[src/rtl/rv32i_rf_pkg.sv]
// Shared constants and types for the RV32I register-file write path.
// The state enum serves the optional post-reset clear (RF_CLEAR_ON_RESET_EN).
package rv32i_rf_pkg;
  localparam int XLEN     = 32;
  localparam int AW       = 5;
  localparam int NUM_REGS = 32;

  localparam logic [AW-1:0] REG_ZERO = 5'd0;
  localparam logic [AW-1:0] REG_LAST = 5'd31;

  typedef enum logic {
    INIT = 1'b0,
    RUN  = 1'b1
  } rf_state_e;
endpackage

[src/rtl/regfile_wb_arbiter_rr_arbiter.sv]
// Round-robin valid/ready arbiter: one-hot grant searched upward from rr_ptr,
// pointer moves past the winner whenever a transfer happens.
module rr_arbiter #(
  parameter  int N  = 2,
  localparam int PW = (N > 1) ? $clog2(N) : 1
) (
  input  logic          clk,
  input  logic          rst_n,
  input  logic          en,
  input  logic [N-1:0]  valid,
  output logic [N-1:0]  grant,
  output logic [PW-1:0] grant_idx,
  output logic          transfer
);
  logic [PW-1:0] rr_ptr_r;
  logic [N-1:0]  grant_s;
  logic [PW-1:0] gidx_s;
  logic          found_s;

  // Pick the first valid requester at or after rr_ptr, wrapping at N.
  always_comb begin
    int idx_v;
    grant_s = '0;
    gidx_s  = '0;
    found_s = 1'b0;
    idx_v   = 0;
    for (int k = 0; k < N; k++) begin
      idx_v = int'(rr_ptr_r) + k;
      if (idx_v >= N) begin
        idx_v = idx_v - N;
      end else begin
        idx_v = idx_v;
      end
      for (int j = 0; j < N; j++) begin
        if (!found_s && en && (j == idx_v) && valid[j]) begin
          grant_s[j] = 1'b1;
          gidx_s     = PW'(j);
          found_s    = 1'b1;
        end else begin
          found_s = found_s;
        end
      end
    end
  end

  // Ready must never leak out while the block is held in reset.
  assign grant     = rst_n ? grant_s : '0;
  assign grant_idx = gidx_s;
  assign transfer  = rst_n & found_s;

  // Priority pointer: one past the winner on transfer, unchanged otherwise.
  always_ff @(posedge clk or negedge rst_n) begin
    if (!rst_n) begin
      rr_ptr_r <= '0;
    end else if (found_s) begin
      rr_ptr_r <= (gidx_s == PW'(N - 1)) ? '0 : gidx_s + PW'(1);
    end else begin
      rr_ptr_r <= rr_ptr_r;
    end
  end
endmodule

[src/rtl/regfile_wb_arbiter.sv]
// Register-file write-port controller: round-robin sharing among NUM_REQ writeback
// sources; with RF_CLEAR_ON_RESET_EN it first clears x1..x31 after reset.
module regfile_wb_arbiter #(
  parameter int NUM_REQ = 2,
  parameter int XLEN    = rv32i_rf_pkg::XLEN,
  parameter int AW      = rv32i_rf_pkg::AW
) (
  input  logic                    clk,
  input  logic                    rst_n,
  input  logic [NUM_REQ-1:0]      req_valid,
  output logic [NUM_REQ-1:0]      req_ready,
  input  logic [NUM_REQ*AW-1:0]   req_addr,
  input  logic [NUM_REQ*XLEN-1:0] req_data,
  output logic                    rf_write_enable,
  output logic [AW-1:0]           rf_write_addr,
  output logic [XLEN-1:0]         rf_write_data,
  output logic [1:0]              rf_write_src,
  output logic                    init_busy
);
  import rv32i_rf_pkg::*;

  localparam int PW = (NUM_REQ > 1) ? $clog2(NUM_REQ) : 1;

  logic            run_s;
  logic [AW-1:0]   clr_addr_s;
  logic            transfer_s;
  logic [PW-1:0]   gidx_s;
  logic [AW-1:0]   sel_addr_s;
  logic [XLEN-1:0] sel_data_s;
  logic            we_r;
  logic [AW-1:0]   addr_r;
  logic [XLEN-1:0] data_r;
  logic [1:0]      src_r;

`ifdef RF_CLEAR_ON_RESET_EN
  rf_state_e     state_r;
  rf_state_e     state_nxt_s;
  logic [AW-1:0] clr_idx_r;

  // State and clear counter; the counter only moves while clearing.
  always_ff @(posedge clk or negedge rst_n) begin
    if (!rst_n) begin
      state_r   <= INIT;
      clr_idx_r <= AW'(1);
    end else begin
      state_r <= state_nxt_s;
      if (state_r == INIT) begin
        clr_idx_r <= clr_idx_r + AW'(1);
      end else begin
        clr_idx_r <= clr_idx_r;
      end
    end
  end

  // Leave INIT on the edge that issues the x31 clear write.
  always_comb begin
    state_nxt_s = state_r;
    case (state_r)
      INIT: begin
        if (clr_idx_r == REG_LAST) begin
          state_nxt_s = RUN;
        end else begin
          state_nxt_s = INIT;
        end
      end
      RUN:     state_nxt_s = RUN;
      default: state_nxt_s = INIT;
    endcase
  end

  assign clr_addr_s = clr_idx_r;
`else
  rf_state_e state_r;
  assign state_r    = RUN;
  assign clr_addr_s = REG_ZERO;
`endif

  assign run_s     = (state_r == RUN);
  assign init_busy = ~run_s;

  rr_arbiter #(.N(NUM_REQ)) u_arb (
    .clk       (clk),
    .rst_n     (rst_n),
    .en        (run_s),
    .valid     (req_valid),
    .grant     (req_ready),
    .grant_idx (gidx_s),
    .transfer  (transfer_s)
  );

  // Steer the granted requester's address and data onto the capture path.
  always_comb begin
    sel_addr_s = REG_ZERO;
    sel_data_s = '0;
    for (int j = 0; j < NUM_REQ; j++) begin
      if (gidx_s == PW'(j)) begin
        sel_addr_s = req_addr[j*AW +: AW];
        sel_data_s = req_data[j*XLEN +: XLEN];
      end else begin
        sel_addr_s = sel_addr_s;
        sel_data_s = sel_data_s;
      end
    end
  end

  // Registered write port; x0 transfers are consumed but never written.
  always_ff @(posedge clk or negedge rst_n) begin
    if (!rst_n) begin
      we_r   <= 1'b0;
      addr_r <= '0;
      data_r <= '0;
      src_r  <= 2'd0;
    end else if (!run_s) begin
      we_r   <= 1'b1;
      addr_r <= clr_addr_s;
      data_r <= '0;
      src_r  <= 2'd0;
    end else if (transfer_s && (sel_addr_s != REG_ZERO)) begin
      we_r   <= 1'b1;
      addr_r <= sel_addr_s;
      data_r <= sel_data_s;
      src_r  <= 2'(gidx_s);
    end else begin
      we_r   <= 1'b0;
      addr_r <= addr_r;
      data_r <= data_r;
      src_r  <= src_r;
    end
  end

  assign rf_write_enable = we_r;
  assign rf_write_addr   = addr_r;
  assign rf_write_data   = data_r;
  assign rf_write_src    = src_r;
endmodule

[config.mk]
export PLATFORM = sky130hd
export DESIGN_NAME = regfile_wb_arbiter
export DESIGN_NICKNAME = d
export VERILOG_FILES = /design/src/rtl/rv32i_rf_pkg.sv /design/src/rtl/regfile_wb_arbiter_rr_arbiter.sv /design/src/rtl/regfile_wb_arbiter.sv
export SDC_FILE = /design/constraint.sdc
export NUM_CORES = 1
export LEC_CHECK = 0
export CAP_MARGIN = 0
export CORE_MARGIN = 10
export CORE_UTILIZATION = 40
export DETAILED_ROUTE_END_ITERATION = 12
export GPL_TIMING_DRIVEN = 1
export PLACE_DENSITY = 0.82
export SYNTH_ARGS = -nofsm -noshare
export SYNTH_HDL_FRONTEND = slang
export SYNTH_SLANG_ARGS = --single-unit
[constraint.sdc]
create_clock -name clk -period 4.2 [get_ports clk]
set_input_delay 1.05 -clock clk [delete_from_list [all_inputs] [get_ports clk]]
set_output_delay 1.05 -clock clk [all_outputs]
set_load 0.02 [all_outputs]
==> results_dict.tcl, run 1 <==
set metrics [dict create \
    drv_slew 0 \
    avgSynthCellArea_um2 13.5 \
    dieArea_um2 9020 \
    crit_fanout 12 \
    fin_setup_tns_ns 0 \
    skew_ns 0.00452 \
    arrival_ns 2.66 \
    grt.overflow.total 0 \
    hpwl_um 5150 \
    nFillCells 446 \
    cts_tree "built" \
    power.density_nw_per_um2 394 \
    status "complete, no violations" \
    ys_seq_area_share_pct 44.5 \
    seqCellArea_um2 1000 \
    multi_input_area_um2 1170 \
    syn_inst 167 \
    timing.rr.start "u_arb.rr_ptr_r$_DFFE_PN0N_" \
    pre_cts_ws_ns 0.501 \
    initial_utilization_pct 41.1 \
    whs_ns 0.508 \
    ant_nets 0 \
    cts-root-buf "clkbuf_8" \
    relSlewSlack_pct 55.5 \
    nets 367 \
    clockBufferDepth 2 \
    hold_violations 0 \
    port_buffers 118 \
    htreeDepth 2 \
    clock_sinks 40 \
    ff2ff_path_depth 5 \
    yosysWarnings 0 \
    viasPerCell 5.08 \
    syn2layout_area_growth_pct 60.8 \
    hp-class "register to register" \
    final_common_cell "clkdlybuf4s50_1" \
    min_path_cells 1 \
    first_pass_iters 4 \
    tightest_slew_ns 0.662 \
    wirelength_um 6490 \
    rows 27 \
    post_synth_instance_area_um2 2250 \
    grt_start_max_net_pins 42 \
    drive_above_1_share_pct 29.0 \
    setup_viol 0 \
    final_cell_mix "clkdlybuf4s50_1, dfrtp_1, mux2_2, mux2_4, clkbuf_8" \
    endpoint_kind "output pin" \
    drcViolationCount 0 \
    cts_setup_buffers 0 \
    n_antenna_cell 0 \
    track_usage_pct 14.1 \
    grt_pass1_wl_um 10100 \
    fin_crit_sh_pct 88.2 \
    rsz0062_at_grt "false" \
    cts_hold_buf 0 \
    yosysUniqueCellTypes 34 \
    hp-start "rf_write_data[0]$_DFFE_PN0P_" \
    cts_resized 0 \
    critPathKind "input port to output pin" \
    die_w_um 95.0 \
    ioPinCount 121 \
    r2r-end "rf_write_data[27]$_DFFE_PN0P_" \
    leakagePower_nw 1.53 \
    first_iter_violations 58 \
    ff2ff_setup_slack_ns 2.17 \
    die_h_um 95.0 \
    cts_made_buffers 5 \
    wl_per_cell_um 17.9 \
    max_freq_ghz 0.270 \
    fin_ws_ns 0.495 \
    antenna_found_initial 0 \
    ys_ff_latch 40 \
    place_congestion 0.895 \
    whs_endpoint "rf_write_data[0]$_DFFE_PN0P_" \
    dr_total_vias 1839 \
    grt_pass1_vias 2001 \
    power.total_w 0.00143 \
    design.core.area_um2 5470 \
    clk_pin_slew_ns 0.07 \
    start_kind "input port" \
    irDropWorstVdd_mv 0.170 \
    cp.required_ns 3.15 \
    min_period_ns 3.71 \
    clock_latency_ns 0.29 \
    drv_cap 0 \
]
synthesized netlist by cell type:
cell	number	area [um^2]
dfrtp_1	40	1000
mux2_2	37	417
mux2_4	27	405
nand2_1	5	18.8
o211ai_1	5	37.5
and3_1	4	25.0
buf_2	4	20.0
a21o_1	3	22.5
buf_6	3	33.8
inv_1	3	11.3
nand3_1	3	15.0
o21ai_0	3	15.0
a211oi_1	2	15.0
a21oi_1	2	10.0
buf_4	2	15.0
nor2_1	2	7.51
nor3_1	2	10.0
o21ai_1	2	10.0
o22ai_1	2	12.5
or4_4	2	22.5
a21boi_0	1	7.51
a41oi_4	1	27.5
and2b_1	1	7.51
clkbuf_1	1	3.75
conb_1	1	3.75
mux2i_1	1	10.0
nand2b_1	1	6.26
nand3_2	1	10.0
nor4_1	1	6.26
o21a_1	1	7.51
o21ai_2	1	8.76
o311ai_0	1	8.76
o31a_1	1	8.76
or3b_1	1	8.76
kinds of logic after synthesis:
| logic type | share of synthesized area [%] |
|---|---|
| muxes | 37.0 |
| DFF | 44.5 |
| and+or+nand+nor | 6.12 |
| other | 0.167 |
| buffers and inverters | 3.73 |
| AOI/OAI and AO/OA | 8.51 |
sequential cells by signal, summed over array words and instances (netlist names):
register         cells
rf_write_src         1
rf_write_data       32
rf_write_enable      1
rf_write_addr        5
u_arb.rr_ptr_r       1
worst max path at each step:
stage | from | slack [ns] | cells past startpoint | endpoint
finish | req_valid[0] | 0.49 | 4 | req_ready[1]
CTS | req_valid[0] | 0.50 | 4 | req_ready[1]
floorplan | req_valid[1] | 1.55 | 2 | req_ready[0]
global route | req_valid[0] | 0.44 | 4 | req_ready[1]
detailed placement | req_valid[0] | 0.50 | 4 | req_ready[1]
global placement | req_valid[0] | 0.54 | 4 | req_ready[1]
worst max-delay path: stages:
cell and delay, ns:
clkdlybuf4s50_1 0.46, nand2b_1 0.32, and3_1 0.21, clkdlybuf4s50_1 0.60
cell type report:
cell class / instances / share of cell area, %
repair buffers: 124 / 33.7
multi-input cells: 115 / 32.3
flip-flops and latches: 40 / 27.7
clock buffers: 7 / 2.66
well taps: 72 / 2.49
clock inverters: 1 / 0.830
inverters: 3 / 0.311
stage by stage:
stage	cell area [um^2]	cells	utilization [%]
floorplan	2250	168	-
global placement	3490	354	63.8
detailed placement	3490	354	63.8
CTS	3620	362	66.1
global route	3620	362	66.1
finish	3620	362	66.1
report_power, final:
| group | switching [W] | total [W] | internal (W) |
|---|---|---|---|
| Clock | 0.000131 | 0.000341 | 0.000210 |
| Combinational | 0.000241 | 0.000575 | 0.000334 |
| Sequential | 0.0000457 | 0.000510 | 0.000464 |
| Total | 0.000418 | 0.00143 | 0.00101 |
metal layers:
metal | global-route usage [%] | share of wire (%)
met1 | 15.0 | 38
met2 | 24.4 | 49
met3 | 7.30 | 12
met4 | 3.37 | 0.62
met5 | 0 | 0
Power figures use the tool's default switching activity.
==> run 2, diff against run 1 <==
ABC_AREA = 1   (was not set)
PLACE_DENSITY = 0.83   (was 0.82)
SKIP_LAST_GASP = 1   (was not set)
==> results_dict.tcl, run 2 <==
set metrics [dict create \
    ys_ff_latch 40 \
    ioPinCount 121 \
    synth-edff-count 0 \
    post_synth_instance_area_um2 2180 \
    n_antenna_cell 0 \
    nets 505 \
    crit_fanout 7 \
    clk_pin_slew_ns 0.08 \
    initial_utilization_pct 42.0 \
    grt_start_max_net_pins 42 \
    skew_ns 0.00348 \
    cp.required_ns 3.15 \
    final_cell_mix "nand2_1, clkdlybuf4s50_1, dfrtp_1, nand3_1, inv_1" \
    viasPerCell 4.59 \
    path_cells "clkdlybuf4s50_1 -> a211oi_1 -> clkdlybuf4s50_1" \
    ff2ff_setup_slack_ns 1.94 \
    dieArea_um2 8820 \
    slowest_stage "clkdlybuf4s50_1" \
    ys_seq_area_share_pct 45.8 \
    start_kind "input port" \
    syn_inst 314 \
    power.density_nw_per_um2 366 \
    fin_crit_sh_pct 84.9 \
    synth.most_common_cell "nand2_1" \
    yosysUniqueCellTypes 19 \
    endpoint_kind "output pin" \
    largest_reg_flops 32 \
    yosysTopAreaCellShare_pct 45.8 \
    cts_hold_buf 0 \
    yosysWarnings 0 \
    pre_cts_ws_ns 0.643 \
    yosysTopAreaCell "dfrtp_1" \
    port_buffers 118 \
    hp-class "register to register" \
    synth_area_leaders "dfrtp_1, nand2_1, nand3_1, nand2_2, inv_1" \
    synth-main-ff-cell "dfrtp_1" \
    dr_total_vias 2286 \
    cts_tree "built" \
    timing.rr.start "u_arb.rr_ptr_r$_DFFE_PN0N_" \
    place_congestion 0.857 \
    irDropWorstVdd_mv 0.173 \
    path_common_cell "clkdlybuf4s50_1" \
    synth_common_cells "nand2_1, dfrtp_1, nand3_1" \
    ant_nets 0 \
    final_common_cell "nand2_1" \
    design.core.area_um2 5200 \
    cts_made_buffers 5 \
    cts_setup_buffers 0 \
    clock_sinks 40 \
    first_iter_violations 78 \
    r2r-end "rf_write_data[20]$_DFFE_PN0P_" \
    drive_above_1_share_pct 7.01 \
    fin_setup_tns_ns 0 \
    track_usage_pct 15.7 \
    cpPeakStageDelay_ns 0.65 \
    wl_per_cell_um 13.8 \
    fin_util_pct 67.7 \
    drcViolationCount 0 \
    syn2layout_area_growth_pct 61.3 \
    leakagePower_nw 1.82 \
    grt.overflow.total 0 \
    first_pass_iters 4 \
    arrival_ns 2.51 \
    hp-start "rf_write_data[11]$_DFFE_PN0P_" \
    clockBufferDepth 2 \
    die_h_um 93.9 \
    max_freq_ghz 0.281 \
    avgSynthCellArea_um2 6.96 \
    crit_path_end "req_ready[0]" \
    htreeDepth 2 \
    fin_ws_ns 0.636 \
    rows 26 \
    drv_cap 0 \
    nFillCells 465 \
    crit_start "req_valid[1]" \
    critPathKind "input port to output pin" \
    ff2ff_path_depth 11 \
    antenna_found_initial 0 \
    grt_pass1_vias 2286 \
    status "complete, no violations" \
    min_period_ns 3.56 \
    clock_latency_ns 0.29 \
    grt_pass1_wl_um 11300 \
    die_w_um 93.9 \
    wirelength_um 6880 \
    setup_viol 0 \
    cts_resized 0 \
    rsz0062_at_grt "false" \
    relSlewSlack_pct 54.0 \
    drv_slew 0 \
    tightest_slew_ns 0.687 \
    cts-root-buf "clkbuf_8" \
    hold_violations 0 \
    async_reset_ff_share_pct 100 \
    hpwl_um 5370 \
]
run 2: worst max-delay path: cells and delay by family:
family	cells	cell delay [ns]
AOI/OAI and AO/OA	1	0.28
buffers and inverters	2	1.18
run 2: logic make-up after synthesis:
kind of cell | synth area share (%)
AOI/OAI and AO/OA | 1.72
DFF | 45.8
and+or+nand+nor | 43.8
other | 0.172
buffers and inverters | 8.53
run 2: area by class of cell:
cell class                 instances  area [um^2]  share of cell area, %
timing repair buffer             124         1230                   35.0
tap                               70         87.6                   2.48
clock inverter                     1         30.0                  0.852
sequential                        40         1000                   28.4
multi-input combinational        238         1010                   28.6
inverter                          18         67.6                   1.92
clock buffer                       7         96.3                   2.73
run 2: worst min-delay path by stage:
stage / to / slack [ns] / depth (start not counted)
3_5_place_dp: rf_write_data[21]$_DFFE_PN0P_ / 0.46 / 2
2_1_floorplan: u_arb.rr_ptr_r$_DFFE_PN0N_ / 0.53 / 2
6_report: rf_write_data[11]$_DFFE_PN0P_ / 0.47 / 2
5_1_grt: rf_write_data[11]$_DFFE_PN0P_ / 0.49 / 2
4_1_cts: rf_write_data[11]$_DFFE_PN0P_ / 0.48 / 2
3_3_place_gp: rf_write_data[6]$_DFFE_PN0P_ / 0.45 / 2
run 2: per-layer routing:
layer	global-route usage [%]	wire length [um]	share of wire [%]
met4	5.06	71	1.0
met1	16.9	2770	40
met2	27.8	3370	49
met5	0	0	0
met3	5.92	674	9.8
run 2: report_power, final:
part / switching [W] / total (W) / leakage (nW) / internal [W]
clock network: 0.000132 / 0.000342 / 0.0645 / 0.000210
registers: 0.0000351 / 0.000483 / 0.496 / 0.000448
logic: 0.000236 / 0.000464 / 1.26 / 0.000228
run 2: per-stage QoR:
step	hold slack, ns	instance area [um^2]	std cells	total power [W]
floorplan	0.528	2190	315	0.000711
global placement	0.453	3400	490	0.000951
detailed placement	0.457	3400	490	0.000962
CTS	0.476	3520	498	0.00130
global route	0.494	3520	498	0.00137
finish	0.473	3520	498	0.00129
